$ cat src/rtl/rst_seq_ctrl.sv
// Multi-domain reset sequencer. When a sequence starts, every masked domain reset
// is asserted and held. The domains are then released one at a time, lowest index
// first. After each release the block waits for that domain's ack (bounded by a
// timeout) and a guard gap before it releases the next domain. Block reset loads
// the HOLD state with all domains masked, so a full sequence runs out of reset.
module rst_seq_ctrl #(
  parameter int C_NUM_RST     = 4,
  parameter int C_HOLD_CLKS   = 50,
  parameter int C_GAP_CLKS    = 16,
  parameter int C_ACK_TIMEOUT = 1024,
  parameter int C_CNT_W       = 16
) (
  input  logic                 SYS_CLK_I,
  input  logic                 SYS_RST_I,
  input  logic                 REQ_I,
  input  logic [C_NUM_RST-1:0] MASK_I,
  input  logic [C_NUM_RST-1:0] ACK_I,
  output logic [C_NUM_RST-1:0] RST_O,
  output logic                 BUSY_O,
  output logic                 DONE_O,
  output logic [C_NUM_RST-1:0] ERR_O
);

  localparam int IDX_W = (C_NUM_RST > 1) ? $clog2(C_NUM_RST) : 1;
  localparam logic [C_CNT_W-1:0] HOLD_L = C_CNT_W'(C_HOLD_CLKS);
  localparam logic [C_CNT_W-1:0] GAP_L  = C_CNT_W'(C_GAP_CLKS);
  localparam logic [C_CNT_W-1:0] TO_L   = C_CNT_W'(C_ACK_TIMEOUT);
  localparam logic [C_CNT_W-1:0] ONE    = C_CNT_W'(1);

  typedef enum logic [2:0] {
    S_IDLE, S_HOLD, S_RELEASE, S_WAIT_ACK, S_GAP, S_DONE
  } state_t;

  state_t               state_q, state_d, after_dom;
  logic [C_CNT_W-1:0]   cnt_q;
  logic [C_NUM_RST-1:0] rem_q;    // masked domains not yet released
  logic [C_NUM_RST-1:0] rst_q;
  logic [C_NUM_RST-1:0] err_q;
  logic [IDX_W-1:0]     idx_q;    // domain currently being released / waited on
  logic [IDX_W-1:0]     nxt_idx;
  logic                 pend_q;
  logic                 first_q;  // first cycle out of block reset: REQ merges into auto run
  logic                 start;
  logic                 set_err;

  // Lowest index still pending release; unmasked domains are skipped for free.
  function automatic logic [IDX_W-1:0] lowest(input logic [C_NUM_RST-1:0] v);
    lowest = '0;
    for (int i = C_NUM_RST - 1; i >= 0; i--)
      if (v[i]) lowest = IDX_W'(i);
  endfunction

  assign nxt_idx = lowest(rem_q);
  assign RST_O   = rst_q;
  assign ERR_O   = err_q;
  assign BUSY_O  = !(state_q inside {S_IDLE, S_DONE});
  assign DONE_O  = (state_q == S_DONE);

  // State register; block reset lands in HOLD so the auto sequence starts by itself.
  always_ff @(posedge SYS_CLK_I) begin
    if (SYS_RST_I) state_q <= S_HOLD;
    else           state_q <= state_d;
  end

  // Next-state logic; a finished domain goes to DONE, straight to the next release, or GAP.
  always_comb begin
    state_d   = state_q;
    start     = 1'b0;
    set_err   = 1'b0;
    after_dom = (rem_q == '0) ? S_DONE : ((GAP_L == '0) ? S_RELEASE : S_GAP);
    case (state_q)
      S_IDLE:
        if (REQ_I || pend_q) begin
          start   = 1'b1;
          state_d = (MASK_I == '0) ? S_DONE : S_HOLD;
        end
      S_HOLD:    if (cnt_q <= ONE) state_d = S_RELEASE;
      S_RELEASE: state_d = (TO_L != '0) ? S_WAIT_ACK : after_dom;
      S_WAIT_ACK:
        if (ACK_I[idx_q]) begin
          state_d = after_dom;
        end else if (cnt_q <= ONE) begin
          set_err = 1'b1;
          state_d = after_dom;
        end
      S_GAP:     if (cnt_q <= ONE) state_d = S_RELEASE;
      S_DONE:    state_d = S_IDLE;
      default:   state_d = S_IDLE;
    endcase
  end

  // Datapath: phase counter, release bookkeeping, error flags and the 1-deep pending request.
  always_ff @(posedge SYS_CLK_I) begin
    if (SYS_RST_I) begin
      cnt_q   <= HOLD_L;
      rem_q   <= '1;
      rst_q   <= '1;
      err_q   <= '0;
      idx_q   <= '0;
      pend_q  <= 1'b0;
      first_q <= 1'b1;
    end else begin
      first_q <= 1'b0;
      // A request in DONE is kept as pending too, so it is not lost between sequences.
      if (start)
        pend_q <= 1'b0;
      else if (REQ_I && state_q != S_IDLE && !first_q)
        pend_q <= 1'b1;
      if (start) begin
        rem_q <= MASK_I;
        rst_q <= rst_q | MASK_I;
        err_q <= '0;
      end
      if (state_d == S_RELEASE) begin
        idx_q          <= nxt_idx;
        rem_q[nxt_idx] <= 1'b0;
        rst_q[nxt_idx] <= 1'b0;
      end
      if (set_err) err_q[idx_q] <= 1'b1;
      // Reload on phase entry, otherwise count down and stop at zero.
      if (state_d != state_q) begin
        case (state_d)
          S_HOLD:     cnt_q <= HOLD_L;
          S_WAIT_ACK: cnt_q <= TO_L;
          S_GAP:      cnt_q <= GAP_L;
          default:    cnt_q <= cnt_q;
        endcase
      end else if (cnt_q != '0) begin
        cnt_q <= cnt_q - ONE;
      end
    end
  end

endmodule

$ cat config.mk
export PLATFORM = sky130hd
export DESIGN_NAME = rst_seq_ctrl
export DESIGN_NICKNAME = d
export VERILOG_FILES = /design/src/rtl/rst_seq_ctrl.sv
export SDC_FILE = /design/constraint.sdc
export NUM_CORES = 1
export LEC_CHECK = 0
export BUFFER_PORTS_ARGS = -buffer_cell sky130_fd_sc_hd__buf_2
export CAP_MARGIN = 20
export CORE_MARGIN = 3
export CORE_UTILIZATION = 60
export DETAILED_ROUTE_END_ITERATION = 7
export PLACE_DENSITY = 0.81
export SLEW_MARGIN = 40
export SYNTH_ARGS = -nofsm -noshare
export SYNTH_HDL_FRONTEND = slang
export SYNTH_SLANG_ARGS = --single-unit
$ cat constraint.sdc
create_clock -name SYS_CLK_I -period 7.1 [get_ports SYS_CLK_I]
set_clock_uncertainty 0.15 [all_clocks]
set_input_delay 1.42 -clock SYS_CLK_I [delete_from_list [all_inputs] [get_ports SYS_CLK_I]]
set_output_delay 1.42 -clock SYS_CLK_I [all_outputs]
set_load 0.005 [all_outputs]
==> impl_metrics.sql <==
INSERT INTO impl_metrics (metric_group, metric, value, unit) VALUES
('status', 'run_status', 'completed', ''),
('yosys', 'yosys_register_bits', '35', ''),
('yosys', 'post_synth_num_cell_types', '54', ''),
('min_path', 'worst_hold_path_type', 'reg2reg', ''),
('worst_setup_path', 'cp.arrival', '3.94', 'ns'),
('worst_setup_path', 'timing.critical_path.cells', 'buf_2 -> or2_2 -> and2_1 -> o311ai_1 -> and2_1 -> nand2_2 -> or4_1 -> a311o_1', ''),
('clock_tree', 'ctsHtreeMaxLevel', '2', ''),
('pwr', 'pwr_density_cell', '171', 'nW/um^2'),
('route', 'post_drt_via_cell_ratio', '5.86', ''),
('floorplanning', 'num_io_pins', '21', ''),
('clock_tree', 'cts_root_buffer', 'sky130_fd_sc_hd__clkbuf_4', ''),
('timing', 'min_period', '3.84', 'ns'),
('route', 'route.antenna.remaining_nets', '0', ''),
('timing', 'slew_headroom', '64.7', '%'),
('timing', 'sum_of_negative_setup_slack', '0', 'ns'),
('flow_run', 'maxCapViolCount', '0', ''),
('yosys', 'synth-edff-count', '0', ''),
('layout', 'antenna_cells_inserted', '0', ''),
('floorplanning', 'fp.dieArea', '3980', 'sq um'),
('yosys', 'synth_largest_type_area_fraction', '35.8', '%'),
('yosys', 'ys_top_cells_by_area', 'sky130_fd_sc_hd__dfxtp_1, sky130_fd_sc_hd__a21oi_1, sky130_fd_sc_hd__nor2_1', ''),
('yosys', 'netlist_top_cells_count', 'sky130_fd_sc_hd__dfxtp_1, sky130_fd_sc_hd__a21oi_1, sky130_fd_sc_hd__nor2_1', ''),
('route', 'drtPass1Iterations', '4', ''),
('clock_tree', 'path_clk_slew', '0.10', 'ns'),
('yosys', 'seq_area_frac_synth', '35.8', '%'),
('timing', 'max_slew.worst_pin.slew', '0.530', 'ns'),
('yosys', 'ys_async_sr_fraction', '0', '%'),
('pwr', 'irDropWorstVdd', '105', 'uV'),
('worst_setup_path', 'critical_path.max_fanout', '13', ''),
('route', 'number_of_vias_in_the_routed_layout', '1734', ''),
('clock_tree', 'cts_tree', 'built', ''),
('floorplanning', 'die_height', '63.1', 'um'),
('clock_tree', 'clock_sink_count', '35', ''),
('yosys', 'synth.cell_area', '1960', 'sq um'),
('timing', 'grt_setup_unrepaired', 'no', ''),
('place', 'place_hpwl', '2950', 'um'),
('clock_tree', 'post_cts_setup_repair_bufs', '0', ''),
('layout', 'nets', '265', ''),
('pwr', 'static-leakage-power', '0.826', 'nW'),
('clock_tree', 'cts-root-to-sink-buffers', '2', ''),
('clock_tree', 'postCtsHoldBufs', '0', ''),
('route', 'drt_drc_violations_left', '0', ''),
('worst_setup_path', 'timing_worst_setup_path_type', 'in2reg', ''),
('worst_setup_path', 'startpoint_type', 'input pin', ''),
('floorplanning', 'floorplan.die.width', '63.1', 'um'),
('yosys', 'synthMostInstantiatedCell', 'sky130_fd_sc_hd__dfxtp_1', ''),
('yosys', 'netlist_instances', '233', ''),
('floorplanning', 'placement_row_count', '20', ''),
('floorplanning', 'placeableCoreArea', '3080', 'sq um'),
('clock_tree', 'cts_buffers', '5', ''),
('worst_setup_path', 'critical-path-top-cell-by-count', 'sky130_fd_sc_hd__and2_1', ''),
('route', 'route.detailed.wl_per_inst', '13.8', 'um'),
('global_route', 'grt-ovfl-total', '0', ''),
('layout', 'layout.filler_cells', '262', ''),
('yosys', 'synthesis.area_per_instance', '8.39', 'sq um'),
('route', 'wirelength', '4100', 'um'),
('global_route', 'first_pass_grt_wire_length', '7280', 'um'),
('floorplanning', 'initial_utilization', '63.5', '%'),
('route', 'drt_iter0_drc', '138', ''),
('place', 'gp_congestion', '0.827', ''),
('yosys', 'yosysWarningCount', '0', ''),
('clock_tree', 'worst_skew_pair_latency', '0.35', 'ns'),
('timing', 'final.period_utilization', '54.1', '%'),
('worst_setup_path', 'critical-path-slowest-cell', 'sky130_fd_sc_hd__o311ai_1', ''),
('layout', 'final_layout_size_suffix_gt1_share', '17.9', '%'),
('layout', 'area_growth', '8.96', '%'),
('timing', 'timing_max_transition_violations_final', '0', ''),
('yosys', 'synth_fp_nets', '247', ''),
('global_route', 'largest_net_degree_at_the_start_of_global_routing', '28', ''),
('clock_tree', 'cts_repair_resize_count', '0', ''),
('global_route', 'gr-usage-all-layers', '22.5', '%');
## worst max-delay path: cells and delay by family
family	cells	cell delay (ns)
and+or+nand+nor	5	1.61
AOI/OAI and AO/OA	2	0.80
buffers and inverters	1	0.10
## cell families after synthesis
family | Yosys count | synth area share [%]
muxes | 5 | 3.26
and+or+nand+nor | 103 | 30.8
xor gates and xnor gates | 2 | 1.28
DFF | 35 | 35.8
adders and majority gates | 3 | 1.92
AOI/OAI and AO/OA | 65 | 22.2
buffers and inverters | 20 | 4.67
## metal layers
metal | wire (um) | vias up | track usage (%)
met4 | 86 | 0 | 9.37
li1 | - | 892 | -
met5 | 0 | - | 0
met2 | 1740 | 39 | 33.6
met3 | 165 | 8 | 4.46
met1 | 2100 | 795 | 31.7
## final timing paths
path	endpoint	startpoint	slack [ns]	depth (start not counted)
max	cnt_q[5]$_SDFFE_PP1P_	REQ_I	3.26	8
min	ERR_O[3]$_SDFF_PP0_	ERR_O[3]$_SDFF_PP0_	0.30	2
max reg2reg	cnt_q[5]$_SDFFE_PP1P_	cnt_q[0]$_SDFFE_PP0P_	3.86	10
min reg2reg	ERR_O[3]$_SDFF_PP0_	ERR_O[3]$_SDFF_PP0_	0.30	2
## through the flow
| step | std cells | hold slack [ns] | setup slack (ns) | cell area, sq um |
|---|---|---|---|---|
| after global placement | 288 | 0.279 | 2.99 | 2060 |
| after detailed placement | 288 | 0.291 | 2.92 | 2060 |
| after global routing | 296 | 0.327 | 3.15 | 2130 |
| after CTS | 296 | 0.306 | 3.28 | 2130 |
| final | 296 | 0.303 | 3.26 | 2130 |
| after floorplan | 233 | 0.284 | 3.51 | 1960 |
## cells in the final DEF (no fill, tap or decap), types with 3 or more instances in the layout
master	instances
sky130_fd_sc_hd__dfxtp_1	35
sky130_fd_sc_hd__a21oi_1	24
sky130_fd_sc_hd__nor2_1	22
sky130_fd_sc_hd__nand2_1	20
sky130_fd_sc_hd__buf_2	20
sky130_fd_sc_hd__or3_1	13
sky130_fd_sc_hd__o21ai_0	13
sky130_fd_sc_hd__inv_1	10
sky130_fd_sc_hd__o21bai_1	8
sky130_fd_sc_hd__nand3_1	7
sky130_fd_sc_hd__nor3_1	6
sky130_fd_sc_hd__nor4_1	5
sky130_fd_sc_hd__clkbuf_4	5
sky130_fd_sc_hd__or2_2	3
sky130_fd_sc_hd__nand3b_1	3
sky130_fd_sc_hd__or4_1	3
sky130_fd_sc_hd__mux2i_1	3
sky130_fd_sc_hd__ha_1	3
## power breakdown
part | total [mW] | internal, mW | switching [mW] | leakage [nW]
combinational | 0.0320 | 0.0141 | 0.0178 | 0.503
sequential | 0.207 | 0.201 | 0.00621 | 0.284
clock | 0.125 | 0.0582 | 0.0671 | 0.0386
total | 0.364 | 0.273 | 0.0911 | 0.826
## final cells by class
class | instances | area (sq um) | share of cell area (%)
well taps | 44 | 55.1 | 2.58
inverters | 11 | 42.5 | 2.00
flip-flops and latches | 35 | 701 | 32.9
multi-input cells | 178 | 1160 | 54.6
clock buffers | 8 | 68.8 | 3.23
repair buffers | 20 | 100 | 4.70
## flip-flops by register name, summed over array words and instances, names as in the netlist
signal / cells
cnt_q: 16
ERR_O: 4
RST_O: 4
rem_q: 4
state_q: 3
idx_q: 2
first_q: 1
pend_q: 1
Note: power is estimated with default switching activity, not from simulation.
